**src/rtl/fetch_pkg.sv**
```systemverilog
// Shared definitions for the instruction fetch controller: parameter defaults,
// the controller state type and a saturating counter helper.
package fetch_pkg;

  localparam int ADDR_W_DEF   = 8;
  localparam int INSTR_W_DEF  = 24;
  localparam int RESET_PC_DEF = 0;

  typedef enum logic {
    FETCH  = 1'b0,
    HALTED = 1'b1
  } fetch_state_t;

  function automatic logic [15:0] sat_inc16(input logic [15:0] v);
    return (v == 16'hFFFF) ? v : v + 16'd1;
  endfunction

endpackage

```
**src/rtl/fetch_controller.sv**
```systemverilog
// Instruction fetch controller: one-entry instruction register in front of a
// combinational instruction memory, with redirect, halt/resume and back-pressure.
module fetch_controller
  import fetch_pkg::*;
#(
  parameter int                ADDR_W   = ADDR_W_DEF,
  parameter int                INSTR_W  = INSTR_W_DEF,
  parameter logic [ADDR_W-1:0] RESET_PC = ADDR_W'(RESET_PC_DEF)
) (
  input  logic               clk,
  input  logic               rst_n,
  output logic [ADDR_W-1:0]  imem_addr,
  input  logic [INSTR_W-1:0] imem_data,
  output logic [INSTR_W-1:0] instr,
  output logic [ADDR_W-1:0]  instr_pc,
  output logic               instr_valid,
  input  logic               instr_ready,
  input  logic               redirect_valid,
  input  logic [ADDR_W-1:0]  redirect_pc,
  input  logic               halt_req,
  input  logic               resume,
  output logic               halted,
  output logic [15:0]        fetch_count
);

  fetch_state_t       state_q, state_d;
  logic [ADDR_W-1:0]  pc_q, pc_d;
  logic [INSTR_W-1:0] instr_q, instr_d;
  logic [ADDR_W-1:0]  instr_pc_q, instr_pc_d;
  logic               instr_valid_q, instr_valid_d;
  logic [15:0]        fetch_count_q, fetch_count_d;
  logic               transfer;
  logic               load;

  assign transfer = instr_valid_q && instr_ready;

  // A halt request blocks the load in the same cycle it enters HALTED.
  assign load = (state_q == FETCH) && !redirect_valid && !halt_req
                && (!instr_valid_q || transfer);

  always_comb begin
    state_d       = state_q;
    pc_d          = pc_q;
    instr_d       = instr_q;
    instr_pc_d    = instr_pc_q;
    instr_valid_d = instr_valid_q;
    fetch_count_d = fetch_count_q;

    if (halt_req) begin
      state_d = HALTED;
    end else if (state_q == HALTED && resume) begin
      state_d = FETCH;
    end

    // Redirect flushes whatever is held, even an instruction being accepted.
    if (redirect_valid) begin
      pc_d          = redirect_pc;
      instr_valid_d = 1'b0;
    end else if (load) begin
      instr_d       = imem_data;
      instr_pc_d    = pc_q;
      instr_valid_d = 1'b1;
      pc_d          = pc_q + ADDR_W'(1);
      fetch_count_d = sat_inc16(fetch_count_q);
    end else if (transfer) begin
      instr_valid_d = 1'b0;
    end
  end

  always_ff @(posedge clk or negedge rst_n) begin
    if (!rst_n) begin
      state_q       <= FETCH;
      pc_q          <= RESET_PC;
      instr_q       <= '0;
      instr_pc_q    <= '0;
      instr_valid_q <= 1'b0;
      fetch_count_q <= '0;
    end else begin
      state_q       <= state_d;
      pc_q          <= pc_d;
      instr_q       <= instr_d;
      instr_pc_q    <= instr_pc_d;
      instr_valid_q <= instr_valid_d;
      fetch_count_q <= fetch_count_d;
    end
  end

  assign imem_addr   = pc_q;
  assign instr       = instr_q;
  assign instr_pc    = instr_pc_q;
  assign instr_valid = instr_valid_q;
  assign halted      = (state_q == HALTED);
  assign fetch_count = fetch_count_q;

endmodule

```
**config.mk**
```make
export PLATFORM = sky130hd
export DESIGN_NAME = fetch_controller
export DESIGN_NICKNAME = d
export VERILOG_FILES = /design/src/rtl/fetch_pkg.sv /design/src/rtl/fetch_controller.sv
export SDC_FILE = /design/constraint.sdc
export NUM_CORES = 1
export LEC_CHECK = 0
export CAP_MARGIN = 15
export CELL_PAD_IN_SITES_DETAIL_PLACEMENT = 1
export CELL_PAD_IN_SITES_GLOBAL_PLACEMENT = 1
export CORE_MARGIN = 5
export CORE_UTILIZATION = 30
export CTS_BUF_LIST = sky130_fd_sc_hd__clkbuf_8 sky130_fd_sc_hd__clkbuf_16
export CTS_CLUSTER_SIZE = 10
export DETAILED_ROUTE_END_ITERATION = 6
export PLACE_DENSITY_LB_ADDON = 0.1
export SETUP_SLACK_MARGIN = 0.05
export SLEW_MARGIN = 20
export SYNTH_ARGS = -nofsm -noshare
export SYNTH_HDL_FRONTEND = slang
export SYNTH_SLANG_ARGS = --single-unit
```
**constraint.sdc**
```tcl
create_clock -name clk -period 1.94 [get_ports clk]
set_input_delay 0.388 -clock clk [delete_from_list [all_inputs] [get_ports clk]]
set_output_delay 0.388 -clock clk [all_outputs]
set_load 0.02 [all_outputs]
```
==> run_results.csv <==
group,metric,value,unit
synth,avgSynthCellArea,10.5,µm²
clock_tree,cts_num_sinks,58,
placement,hpwl,5420,µm
clock_tree,insertion_delay,0.32,ns
clock_tree,hold_buffers,0,
synth,syn_area,2530,µm²
sta,post-route-period-util,93.9,%
clock_tree,cts-resized-gates,1,
synth,synthCells,242,
drt,drc,0,
sta,whs,0.0247,ns
synth,ys.flop_type,"dfrtp_1",
setup_path,startpoint,"fetch_count[0]",
clock_tree,numCtsBuffers,9,
drt,drtIter0Drc,54,
synth,ys_types,37,
synth,yosysMostFrequentCell,"nand2_1",
synth,ys_seq_elements,58,
floorplan,initial_core_util,30.8,%
clock_tree,root_buffer,"clkbuf_8",
sta,worstMarginPinSlew,0.510,ns
global_route,grt_start_max_net_pins,39,
placement,place_area,3760,µm²
layout,final_area,4010,µm²
sta,finClkSkew,0.00514,ns
global_route,grt.total_usage,15.1,%
synth,synth_nets,282,
clock_tree,clk_path_buf_depth,2,
sta,finalSetupViolCount,0,
sta,max_freq,0.549,GHz
layout,diodes,0,
sta,setup_slack,0.118,ns
floorplan,die_area,10400,µm²
floorplan,die_w,102,µm
setup_path,crit_path_end_kind,"primary output",
drt,wl_per_cell,15.8,µm
floorplan,rows,33,
drt,routed_wl,7430,µm
synth,synth_area_leaders,"dfrtp_1 (57%), nand2_1 (13%), xor2_1 (5.2%), mux2_2 (3.1%), nand3_1 (1.8%)",
setup_path,r2r_slack,0.32,ns
sta,fin_crit,1.82,ns
job,drv_cap,0,
hold_path,worstHoldPathType,"in -> async",
setup_path,critPathKind,"reg -> out",
placement,dp_cells,453,
placement,port_buffers,95,
status,status,"finished, final reports clean",
synth,synth_edf_count,0,
sta,tns,0,ns
global_route,antenna_found_initial,0,
power,powerDensity,1020,nW/µm²
layout,area_growth_syn_to_layout,58.2,%
synth,synth_warnings,0,
clock_tree,htree_num_levels,3,
sta,hold_viol,0,
layout,drive_gt1_share,15.1,%
setup_path,crit_path_start_kind,"register",
floorplan,io-pin-count,96,
layout,fin_nets,399,
sta,slew_headroom,66.0,%
clock_tree,cts_tree,"built",
clock_tree,clk_pin_slew,0.07,ns
setup_path,cp_data_required_time,1.55,ns
synth,ys_seq_area_share,57.3,%
synth,synth_top_area_share,57.3,%
setup_path,crit_arrival,1.43,ns
power,vdd_drop_max,463,µV
drt,vias_per_cell,4.72,
clock_tree,cts_setup_buffers,0,
synth,synth_common_cells,"nand2_1 (87), dfrtp_1 (58), xor2_1 (15)",
drt,drtAntennaViolNets,0,
global_route,first_global_vias,2376,
power,leakagePower,1.89,nW
synth,yosysTopAreaCell,"dfrtp_1",
power,total_power,4.10,mW
global_route,grt.overflow.total,0,
global_route,grt_pass1_wl,12200,µm
floorplan,coreArea,8220,µm²
sta,slew_violations,0,
placement,place_ws,-0.0781,ns
floorplan,fp.dieH,102,µm
layout,final_cell_count_no_fill,469,
drt,first_pass_iters,4,
setup_path,crit_fanout,5,
setup_path,reg2reg_from,"fetch_count[2]",
placement,routabilityCongestion,0.754,
synth,async_reset_ff_share,100,%
drt,vias,2212,
layout,final_util,48.8,%
sta,rsz0062_at_grt,"false",
==> path summary, 6_finish.rpt <==
kind,cells after the start,end
worst max-delay path,2,fetch_count[0]
worst min-delay path,1,instr[12]
worst max register to register,5,fetch_count[5]
worst min register to register,2,instr[5]
max in group asynchronous,2,fetch_count[8]
min in group clk,2,instr[5]
==> worst max-delay path: stages (launching register included) <==
cell             delay, ns
dfrtp_1               0.35
buf_4                 0.15
clkdlybuf4s50_1       0.60
==> flip-flops by register name, indices dropped and copies added (netlist names) <==
register,count
imem_addr,8
instr_valid,1
halted,1
instr_pc,8
fetch_count,16
instr,24
==> kinds of logic (layout without fill, tap and decap cells) <==
| family | count (synthesis) | in the layout | share of synthesized area [%] |
|---|---|---|---|
| adders and majority gates | 2 | 2 | 0.988 |
| xor gates and xnor gates | 16 | 16 | 5.53 |
| and+or+nand+nor | 127 | 127 | 24.5 |
| buffers and inverters | 13 | 135 | 2.12 |
| muxes | 8 | 8 | 3.71 |
| AOI/OAI and AO/OA | 18 | 18 | 5.88 |
| DFF | 58 | 58 | 57.3 |
==> placed cells by master, fill, tap and decap left out, types with 2 or more instances in the layout <==
| cell type | n |
|---|---|
| nand3_1 | 9 |
| a311o_1 | 2 |
| and3_1 | 3 |
| dlymetal6s2s_1 | 3 |
| buf_12 | 3 |
| buf_4 | 17 |
| mux2_2 | 7 |
| nor4b_2 | 2 |
| xor2_1 | 15 |
| o211ai_1 | 3 |
| nor3b_1 | 2 |
| o21ai_0 | 2 |
| nor3_2 | 2 |
| nand4_1 | 3 |
| a32oi_1 | 2 |
| o311ai_0 | 3 |
| clkdlybuf4s50_1 | 90 |
| nor4_1 | 6 |
| inv_1 | 4 |
| bufinv_16 | 2 |
| nor3_1 | 5 |
| dfrtp_1 | 57 |
| ha_1 | 2 |
| nand2_1 | 86 |
| clkbuf_8 | 12 |
==> metal layers <==
layer | share of wire [%] | up-vias | GRT usage (%)
met5 | 0 | - | 0
met4 | 0.89 | 0 | 3.63
met3 | 8.1 | 5 | 5.67
met2 | 47 | 70 | 23.6
met1 | 44 | 1076 | 20.0
li1 | - | 1061 | -
==> power by group <==
group	internal (mW)	total (mW)	switching, mW	leakage, nW
Clock	0.827	1.32	0.495	0.119
Sequential	1.42	1.58	0.159	0.729
Combinational	0.606	1.19	0.588	1.05
Total	2.85	4.10	1.24	1.89
==> final cells by class <==
cell class                      count  area, µm²
Sequential cell                    58       1450
Tap cell                          105        131
Clock buffer                       12        165
Fill cell                         925       4210
Timing Repair Buffer              115       1140
Clock inverter                      4       72.6
Multi-Input combinational cell    171       1030
Inverter                            4       15.0
Note: power is estimated with default switching activity, not from simulation.
==> variant, RTL diff (config.mk and constraints unchanged) <==
Set the package constant `ADDR_W_DEF` to 7 (it was 8).
--- a/src/rtl/fetch_pkg.sv
+++ b/src/rtl/fetch_pkg.sv
@@ -2,7 +2,7 @@
 // the controller state type and a saturating counter helper.
 package fetch_pkg;
 
-  localparam int ADDR_W_DEF   = 8;
+  localparam int ADDR_W_DEF   = 7;
   localparam int INSTR_W_DEF  = 24;
   localparam int RESET_PC_DEF = 0;
 
Interface: changed (resized imem_addr, instr_pc and redirect_pc); port bits go from 96 to 93. The function was not compared with the original's and may differ.
==> variant against the original RTL <==
Cell area shrank 6.3%. Setup slack lost 7.3 ps. Final cell count shrank 0.21%. First-iteration DRC count shrank 43%. Routed wire length shrank 5.3%. Sequential cell count shrank 2. Area after synthesis shrank 2.6%. Total power shrank 18%. Worst hold slack gained 460 ps. Critical endpoint is now fetch_count[9]. Largest power group unchanged.
==> variant: results (changes against the original RTL) <==
| Metric | Value |
|---|---|
| Ys Warns | `0 (unchanged)` |
| Pint | `0.00229 W (-20%)` |
| Worst slew pin tran | `356 ps (-154 ps)` |
| Nets | `401 (+0.50%)` |
| Reg clk slew, reported paths | `100 ps (+30 ps)` |
| Metal-1 WL | `3170 µm (-4.1%)` |
| DP HPWL | `5280 µm (-2.6%)` |
| Yosys cell types | `38 (+2.7%)` |
| First-pass GRT wire length | `11700 µm (-4.0%)` |
| Top cells by area, synth | `dfrtp_1 57%, nand2_1 16%, xor2_1 3.6%` |
| Net switching power figure | `0.00109 W (-12%)` |
| Fraction of layout cells with a size suffix above 1 | `11.3% (-3.8 points)` |
| Post-Route Skew | `5.89 ps (+0.748 ps)` |
| Post-Place Setup Slack | `-142 ps (-64.4 ps)` |
| Buffers on Ports | `92 (-3.2%)` |
| Worst hold path type | `reg -> reg` |
| VDD IR-drop max | `0.386 mV (-17%)` |
| Routed wl met3 | `365 µm (-39%)` |
| Largest net degree at the start of global routing | `33 (-15%)` |
| Clock-net power | `0.000769 W (-42%)` |
| Top cells by count, synth | `107 x nand2_1, 56 x dfrtp_1, 10 x xor2_1, 7 x clkbuf_1` |
| # H-tree levels | `2 (-1)` |
| M2 GR Usage | `24.8% (+1.2 points)` |
| Fin cells | `468 (-0.21%)` |
| Status | `finished, final reports clean` |
| Clock buffer count from CTS | `5 (-4)` |
| Total Wirelength | `7030 µm (-5.3%)` |
| Vias | `2209 (-0.14%)` |
| Largest fanout on the critical path | `6 (+1)` |
| Delay of the slowest critical-path stage | `650 ps (+50 ps)` |
| Net Count, Synth | `294 (+4.3%)` |
| Vias in the first global route | `2387 (+0.46%)` |
| Gate Count Post-Synth | `255 (+5.4%)` |
| Met1 GRT Util | `18.6% (-1.4 points)` |
| Top layer used by detailed routing | `met4` |
| Post-synthesis sequential area ratio | `56.8% (-0.49 points)` |
| Routed wl met2 | `3460 µm (+0.17%)` |
| Dpl cells | `459 (+1.3%)` |
| Leak | `1.76 nW (-7.3%)` |
| Combinational power share | `31.7% (+2.5 points)` |
| Fillers | `927 (+0.22%)` |
| Synth top area share | `56.8% (-0.49 points)` |
| GRT Total Usage | `14.4% (-0.73 points)` |
variant: cell count changes after synthesis, moves of 3 or more:
cell / unedited run / this run
mux2_2: 7 / 2
nand3_1: 9 / 4
o21ai_0: 2 / 6
nor4_1: 6 / 3
xor2_1: 15 / 10
nand2_1: 87 / 107
nor2_1: 1 / 4
variant: cell families after synthesis:
group / count (synthesis) / synth area share (%)
flops: 56 / 56.8
buf+inv: 15 / 2.69
simple gates: 144 / 27.2
fa+ha+maj: 2 / 1.01
mux: 3 / 1.52
compound gates: 25 / 7.20
xor+xnor: 10 / 3.55
variant: area by class of cell:
| class | count | share of cell area [%] |
|---|---|---|
| Clock buffer | 5 | 1.83 |
| Multi-Input combinational cell | 184 | 26.7 |
| Inverter | 5 | 0.500 |
| Tap cell | 105 | 3.50 |
| Clock inverter | 3 | 1.13 |
| Sequential cell | 56 | 37.4 |
| Timing Repair Buffer | 110 | 28.9 |
variant: final timing paths:
check                                     from               to  slack [ps]
worst max-delay path            fetch_count[9]   fetch_count[9]         110
worst min-delay path                  instr[8]         instr[8]         480
worst max register to register  fetch_count[0]  fetch_count[10]         200
worst min register to register        instr[8]         instr[8]         480
max in group asynchronous                rst_n        instr[18]         900
min in group asynchronous                rst_n         instr[0]         510
variant: what timing repair did:
| action | in CTS | in global routing |
|---|---|---|
| resized for setup | 0 | 5 |
| endpoints found under the setup margin | 0 | 5 |
| endpoints found under the hold margin | 12 | 0 |
| hold buffers | 1 | 0 |
variant: through the flow:
stage          hold slack, ps  utilization (%)  cell area, µm²
3_5_place_dp              317             44.7            3620
5_1_grt                   508             46.4            3750
2_1_floorplan            92.4                -            2470
3_3_place_gp              311             44.7            3620
6_report                  482             46.4            3750
4_1_cts                   489             46.2            3740
